===== config.mk =====
export PLATFORM = sky130hd
export DESIGN_NAME = store_narrow
export DESIGN_NICKNAME = d
export VERILOG_FILES = /design/src/rtl/store_narrow_pkg.sv /design/src/rtl/store_narrow_byte_lane_sel.sv /design/src/rtl/store_narrow.sv
export SDC_FILE = /design/constraint.sdc
export NUM_CORES = 1
export LEC_CHECK = 0
export CAP_MARGIN = 20
export CORE_ASPECT_RATIO = 1.75
export CORE_MARGIN = 2
export CORE_UTILIZATION = 46
export CTS_CLUSTER_SIZE = 24
export DETAILED_ROUTE_END_ITERATION = 10
export PLACE_DENSITY = 0.8
export SLEW_MARGIN = 20
export SYNTH_ARGS = -nofsm -noshare
export SYNTH_HDL_FRONTEND = slang
export SYNTH_SLANG_ARGS = --single-unit
export TNS_END_PERCENT = 50

===== constraint.sdc =====
create_clock -name clk_i -period 2.9 [get_ports clk_i]
set_clock_uncertainty 0.2 [all_clocks]
set_input_delay 0.29 -clock clk_i [delete_from_list [all_inputs] [get_ports clk_i]]
set_output_delay 0.29 -clock clk_i [all_outputs]
set_load 0.02 [all_outputs]

===== src/rtl/store_narrow_pkg.sv =====
// store_narrow_pkg
//   Shared definitions for the store-path byte narrower and its helpers:
//   store size encodings, FSM state encoding, and the size-to-byte-count
//   and alignment helpers.
package store_narrow_pkg;

    localparam logic [1:0] SIZE_BYTE = 2'b00;
    localparam logic [1:0] SIZE_HALF = 2'b01;
    localparam logic [1:0] SIZE_WORD = 2'b10;
    localparam logic [1:0] SIZE_RSVD = 2'b11;

    typedef enum logic [1:0] {
        ST_IDLE  = 2'd0,
        ST_WRITE = 2'd1,
        ST_DONE  = 2'd2
    } state_e;

    // Number of bytes written for a store size. The reserved encoding is
    // treated as a full word so the block never stalls on a bad size.
    function automatic logic [2:0] size_to_count(input logic [1:0] size);
        logic [2:0] cnt;
        case (size)
            SIZE_BYTE: cnt = 3'd1;
            SIZE_HALF: cnt = 3'd2;
            default:   cnt = 3'd4;
        endcase
        return cnt;
    endfunction

    // True for a half at an odd address, a word not on a 4-byte boundary,
    // or the reserved size.
    function automatic logic is_misaligned(input logic [1:0] size,
                                           input logic [1:0] addr_lo);
        logic bad;
        case (size)
            SIZE_BYTE: bad = 1'b0;
            SIZE_HALF: bad = addr_lo[0];
            SIZE_WORD: bad = (addr_lo != 2'b00);
            default:   bad = 1'b1;
        endcase
        return bad;
    endfunction

endpackage


===== src/rtl/store_narrow_byte_lane_sel.sv =====
// byte_lane_sel
//   Combinational byte selector, shared with the load path.
//   Ports:
//     data [31:0] : little-endian source word
//     idx  [1:0]  : byte lane (0 = bits 7:0)
//     lane [7:0]  : selected byte
module byte_lane_sel (
    input  logic [31:0] data,
    input  logic [1:0]  idx,
    output logic [7:0]  lane
);

    always_comb begin
        lane = 8'h00;
        case (idx)
            2'd0: lane = data[7:0];
            2'd1: lane = data[15:8];
            2'd2: lane = data[23:16];
            2'd3: lane = data[31:24];
            default: lane = 8'h00;
        endcase
    end

endmodule


===== src/rtl/store_narrow.sv =====
// store_narrow
//   Writes the low 1, 2 or 4 bytes of a 32-bit register value to a byte-wide
//   data memory, one byte per accepted beat, little-endian, and pulses done_o
//   when finished so the control unit can release its stall.
//
//   Optional feature macro: STORE_NARROW_MISALIGN_TRAP_EN
//     defined   : misaligned / reserved-size requests skip all memory beats
//                 and finish with done_o and err_o high together.
//     undefined : err_o is tied low; misaligned stores are written
//                 byte-serially at consecutive addresses.
//
//   Ports:
//     clk_i, rst_i (async, active-low)
//     req_valid_i, req_ready_o, req_size_i, req_addr_i, req_data_i : request
//     mem_we_o, mem_addr_o, mem_data_o, mem_ack_i                  : memory beat
//     done_o, err_o                                                : completion
//     state_o                                                      : FSM state (debug)
//
//   Handshakes: a request transfers on a rising edge where req_valid_i and
//   req_ready_o are both high; the requester holds the request until then.
//   A memory beat transfers on a rising edge where mem_we_o and mem_ack_i are
//   both high; without ack every mem_* output holds.
module store_narrow
    import store_narrow_pkg::*;
#(
    parameter int ADDR_W = 32
) (
    input  logic              clk_i,
    input  logic              rst_i,
    input  logic              req_valid_i,
    output logic              req_ready_o,
    input  logic [1:0]        req_size_i,
    input  logic [ADDR_W-1:0] req_addr_i,
    input  logic [31:0]       req_data_i,
    output logic              mem_we_o,
    output logic [ADDR_W-1:0] mem_addr_o,
    output logic [7:0]        mem_data_o,
    input  logic              mem_ack_i,
    output logic              done_o,
    output logic              err_o,
    output logic [1:0]        state_o
);

    state_e            state_q, state_d;
    logic              ready_q, ready_d;
    logic [1:0]        idx_q;
    logic [1:0]        last_q;
    logic [ADDR_W-1:0] addr_q;
    logic [31:0]       data_q;
    logic              accept;
    logic              trap;
    logic [1:0]        req_last;

    assign accept   = req_valid_i & ready_q;
    assign req_last = 2'(size_to_count(req_size_i) - 3'd1);

`ifdef STORE_NARROW_MISALIGN_TRAP_EN
    assign trap = is_misaligned(req_size_i, req_addr_i[1:0]);
`else
    assign trap = 1'b0;
`endif

    always_ff @(posedge clk_i or negedge rst_i) begin
        if (!rst_i) begin
            state_q <= ST_IDLE;
            ready_q <= 1'b0;
        end else begin
            state_q <= state_d;
            ready_q <= ready_d;
        end
    end

    always_comb begin
        state_d = state_q;
        case (state_q)
            ST_IDLE: begin
                if (accept) begin
                    state_d = trap ? ST_DONE : ST_WRITE;
                end
            end
            ST_WRITE: begin
                if (mem_ack_i && (idx_q == last_q)) begin
                    state_d = ST_DONE;
                end
            end
            ST_DONE:  state_d = ST_IDLE;
            default:  state_d = ST_IDLE;
        endcase
        // Registered ready: low through reset, high one edge after release
        // and in every IDLE cycle thereafter.
        ready_d = (state_d == ST_IDLE);
    end

    // Beat address is kept as its own counter so mem_addr_o is a plain
    // register output; it wraps naturally at the top of the address space.
    always_ff @(posedge clk_i or negedge rst_i) begin
        if (!rst_i) begin
            idx_q  <= 2'd0;
            last_q <= 2'd0;
            addr_q <= '0;
            data_q <= 32'h0;
        end else if (accept) begin
            idx_q  <= 2'd0;
            last_q <= req_last;
            addr_q <= req_addr_i;
            data_q <= req_data_i;
        end else if ((state_q == ST_WRITE) && mem_ack_i && (idx_q != last_q)) begin
            idx_q  <= idx_q + 2'd1;
            addr_q <= addr_q + ADDR_W'(1);
        end
    end

`ifdef STORE_NARROW_MISALIGN_TRAP_EN
    logic err_q;
    // A trapped accept always lands in DONE next cycle, so this flag is
    // high exactly alongside that done_o pulse.
    always_ff @(posedge clk_i or negedge rst_i) begin
        if (!rst_i) begin
            err_q <= 1'b0;
        end else begin
            err_q <= accept & trap;
        end
    end
    assign err_o = err_q;
`else
    assign err_o = 1'b0;
`endif

    byte_lane_sel u_lane (
        .data (data_q),
        .idx  (idx_q),
        .lane (mem_data_o)
    );

    assign req_ready_o = ready_q;
    assign mem_we_o    = (state_q == ST_WRITE);
    assign mem_addr_o  = addr_q;
    assign done_o      = (state_q == ST_DONE);
    assign state_o     = state_q;

endmodule


Word-level counts from Yosys, hierarchy flattened
Index checks and enable logic that the tools add are counted.

cells by class
  add/sub/neg operators = 3
  eq/ne operators = 8
  muxes and demuxes = 9
  bitwise gates (word level) = 1
  reduce and logical (&&, ||, !) cells = 8

operators by type and width
  kind                                                                   number
  32-bit 2-to-1 mux                                                      2
  32-bit by 1-bit adder with 32-bit output, second input constant        1
  8-bit case mux with 4 select lines                                     1
  2-bit zero test                                                        4
  2-bit 2-to-1 mux                                                       4
  2-bit case mux with 2 select lines                                     2
  2-bit by 1-bit equality test with 1-bit output, second input constant  3
  2-bit equality test, second input constant                             3
  1-bit logical AND                                                      3
  2-bit by 1-bit adder with 2-bit output, second input constant          1
  2-bit equality test                                                    1
  2-bit inequality test                                                  1
  2-bit nonzero test                                                     1
  2-bit by 1-bit subtractor with 2-bit output, second input constant     1
  1-bit AND                                                              1

storage, ports and cells
  register bits = 71
  input port bits = 70
  output and inout bits = 46
  word-level logic and storage cells = 35

Logic depth before layout (Yosys ltp)
  word-level depth = 5
  depth in mapped cells = 7
  mapped depth without buffers = 6

Modules after synthesis
Synthesis repeated with hierarchy kept, for this count alone.

unflattened totals
  cell total of the unflattened synthesis = 377
  area total of the unflattened synthesis = 3530.9 sq um

by module, submodules not included
  module         times used  cells each  area an instance (sq um)  sequential area each (sq um)
  store_narrow   1           367         3334.4                    1776.7
  byte_lane_sel  1           10          196.4                     0.0

Least setup slack after synthesis
Ideal clock, no wire load.

  kind = register to register
  from = register addr_q[5], in the netlist mem_addr_o[5]
  to = register addr_q[31], in the netlist mem_addr_o[31]
  setup time = 0.069 ns
  data arrival time = 2.000 ns
  data required time = 2.631 ns
  path slack = 0.631 ns
  cell stages (with the launch flop) = 7
  clock period less this slack = 2.269 ns
  cell sequence = dfrtp_1 > nand3_1 > nor4_4 > nand3_2 > buf_6 > or4_1 > nand3_1

between the ends
  word-level cells in the longest chain between the ends = 3

ends and longest elaborated chain
  item                                      line                 RTL
  start: declaration                        store_narrow.sv:48   logic [ADDR_W-1:0] addr_q;
  start signal: assignment                  store_narrow.sv:105  addr_q <= req_addr_i;
  start signal: assignment                  store_narrow.sv:109  addr_q <= addr_q + ADDR_W'(1);
  32-bit by 1-bit adder with 32-bit output  store_narrow.sv:109
  32-bit 2-to-1 mux                         store_narrow.sv:107  end else if ((state_q == ST_WRITE) && mem_ack_i && (idx_q != last_q)) begin
  32-bit 2-to-1 mux                         store_narrow.sv:102  end else if (accept) begin

No other way between the ends. The select of a mux whose other input is x is not followed.
A chain may end at the register's enable or synchronous reset.

Worst setup path in the final report
  from = register idx_q[0]
  to = output port mem_data_o[3]

between the ends
  word-level cells in the longest chain between the ends = 2
  elaborated cells between the ends (all ways) = 5

ends and longest elaborated chain
  item                                               line                              RTL
  start: declaration                                 store_narrow.sv:46                logic [1:0] idx_q;
  start signal: assignment                           store_narrow.sv:108               idx_q <= idx_q + 2'd1;
  2-bit equality test, or another cell as far along  store_narrow_byte_lane_sel.sv:15  case (idx)
  8-bit case mux with 4 select lines *               store_narrow_byte_lane_sel.sv:15
  end: declaration                                   store_narrow.sv:37                output logic [7:0] mem_data_o,

Every way passes the cells marked *; elsewhere a longest branch is shown, timed or not.

==> impl_metrics.ini <==
[clocking]
clk_latency_ns = 0.34
h-tree-depth = 3
root_buffer = clkbuf_16
cts_made_buffers = 9
postCtsSetupRepairBufs = 0
clkTransAtPathRegs_ns = 0.06
cts_sinks = 71
cts_tree = built
cts_buffer_depth = 2

[timing]
max_slew.worst_pin.slew_ns = 1.03
timing.final.max_slew_violations = 0
fin_crit_sh_pct = 95.8
rsz0062_at_grt = false
max_clock_freq_mhz = 360
hold_viol = 0
period_needed_ns = 2.78
fin_tns_setup_ns = 0
maxSlewHeadroom_pct = 31.4
setup_viol = 0

[setup_path]
cp.required_ns = 2.41
slowest_stage = clkdlybuf4s50_1
worstSetupEndpointType = primary output
worstPathArrival_ns = 2.29
max_stage_delay_ns = 0.62
critPathKind = reg2out
cp_cell_sequence = inv_1, ha_1, mux2i_1, clkdlybuf4s50_1
cp_max_fo = 8
cp-start-kind = flip-flop

[grt]
grt_pass1_wl_um = 16100
gr-total-overflow = 0
grt_max_degree = 62
grt_pass1_vias = 3366
antenna_found_initial = 0
track_usage_pct = 24.0

[floorplan]
dieHeight_um = 121
fp.dieW_um = 70.9
core_um2 = 7570
io_pins = 116
start_util_pct = 47.6
fp.dieArea_um2 = 8580
rows = 42

[place]
portBuffers = 114
dp.cells = 592
gp_congestion = 0.781
place_hpwl_um = 6950

[cells_and_area]
num_antenna_cells = 0
finalNonFillerCells = 609
final_cell_mix = nand2_1 (119), clkdlybuf4s50_1 (112), dfrtp_1 (69)
layout_commonest_cell = nand2_1
drive_gt1_share_pct = 6.14
syn2layout_area_growth_pct = 43.4
fillers = 614
nets = 591

[routing]
vias_per_cell = 5.42
drtIter0Drc = 166
drc_errors = 0
drt_wl_total_um = 9590
drt_first_pass_iters = 6
vias = 3300
wl_per_cell_um = 15.7
postRouteAntennaNets = 0

[synth]
avgSynthCellArea_um2 = 8.94
synth_top_area_cell = dfrtp_1
ys_seq_area_share_pct = 49.3
ys_warn_count = 0
syn_inst = 403
syn-cell-area_um2 = 3600
synthesis.nets = 478
synth_area_leaders = dfrtp_1 (49%), nand2_1 (12%), xor2_1 (4.9%)
synth-seq-cells = 71
synth_top_area_share_pct = 49.3
synth_cell_type_count = 40

[worst_hold_path]
hold_class = reg2reg

[status]
status = completed

[power_and_ir_drop]
report.power.total_mw = 5.46
p_per_area_nw_per_um2 = 1060
ir_worst_vdd_v = 0.000684
p_leak_nw = 2.24

[job]
max-cap-violations = 0
registers in the layout, indices dropped and copies added, names as in the netlist:
register,flops
data_q,32
idx_q,2
last_q,2
mem_addr_o,32
req_ready_o,1
state_o,2
cell usage after synthesis, drive strengths merged:
master  number
nor4         2
dfrtp       71
conb         1
a2111o       1
nand4       11
or4          4
nor2b        2
mux2i       10
a21boi       1
xnor2        8
nor3         3
o21bai       1
ha           5
or3          3
and2         4
a22o         1
nand2      119
a222oi       8
a31oi        5
nand2b       2
o21ai       34
and3         7
and4         2
clkbuf      18
a21oi        3
inv         12
buf          4
nand3       24
nor2        11
o311ai       1
xor2        20
nand3b       1
a211o        1
a211oi       3
critical path, delay by kind of cell, from the launching register on:
| family | cells | cell delay [ns] |
|---|---|---|
| fa+ha+maj | 1 | 0.51 |
| buf+inv | 2 | 0.72 |
| flops | 1 | 0.46 |
| mux | 1 | 0.25 |
per-layer routing:
layer  track usage (%)  part of all wire [%]
met3              7.48                   6.4
met1              27.7                    39
met5                 0                     0
met4              10.6                   2.3
met2              40.4                    53
timing repair:
item / 4_1_cts / 5_1_grt
gates cloned: 0 / 0
gates resized for setup: 1 / 2
hold buffers: 1 / 0
endpoints found under the setup margin: 1 / 6
pin swaps: 1 / 3
hold endpoints to repair: 33 / 0
report_power, final:
part           internal, mW  switching [mW]  total [mW]
logic                  1.12            1.29        2.41
clock network         0.737           0.405        1.14
registers              1.45           0.462        1.91
total                  3.31            2.15        5.46
stage by stage:
stage	hold slack, ns	utilization, %	setup WS (ns)	cell area [um2]
global placement	0.195	64.0	0.501	4840
CTS	0.274	68.2	0.0752	5160
global route	0.295	68.3	0.00594	5170
finish	0.278	68.3	0.122	5170
detailed placement	0.206	64.0	0.407	4840
floorplan	-0.206	-	0.631	3600
cells by family after synthesis:
logic type,count (synthesis),share of synthesized area [%]
mux,10,2.78
xor+xnor,28,6.81
simple gates,195,24.9
fa+ha+maj,5,1.74
flops,71,49.3
buf+inv,34,3.89
compound gates,59,10.5
other cells,1,0.104
worst paths after layout:
| kind | slack (ns) | depth (start not counted) | from | endpoint |
|---|---|---|---|---|
| min | 0.28 | 2 | data_q[12] | data_q[12] |
| max reg2reg | 0.67 | 6 | mem_addr_o[2] | mem_addr_o[28] |
| max | 0.12 | 4 | idx_q[0] | mem_data_o[3] |
| min reg2reg | 0.28 | 2 | data_q[12] | data_q[12] |
| max in group asynchronous | 1.44 | 3 | rst_i | mem_addr_o[15] |
| min in group asynchronous | 0.38 | 2 | rst_i | data_q[1] |
cell type report:
type                       instances  area, um2  share of cell area (%)
clock inverter                     2       37.5                   0.727
clock buffer                      14        274                    5.30
multi-input combinational        298       1690                    32.7
timing repair buffer             124       1230                    23.8
inverter                          12       45.0                   0.872
sequential                        71       1780                    34.4
tap                               88        110                    2.13
Power figures use the tool's default switching activity.
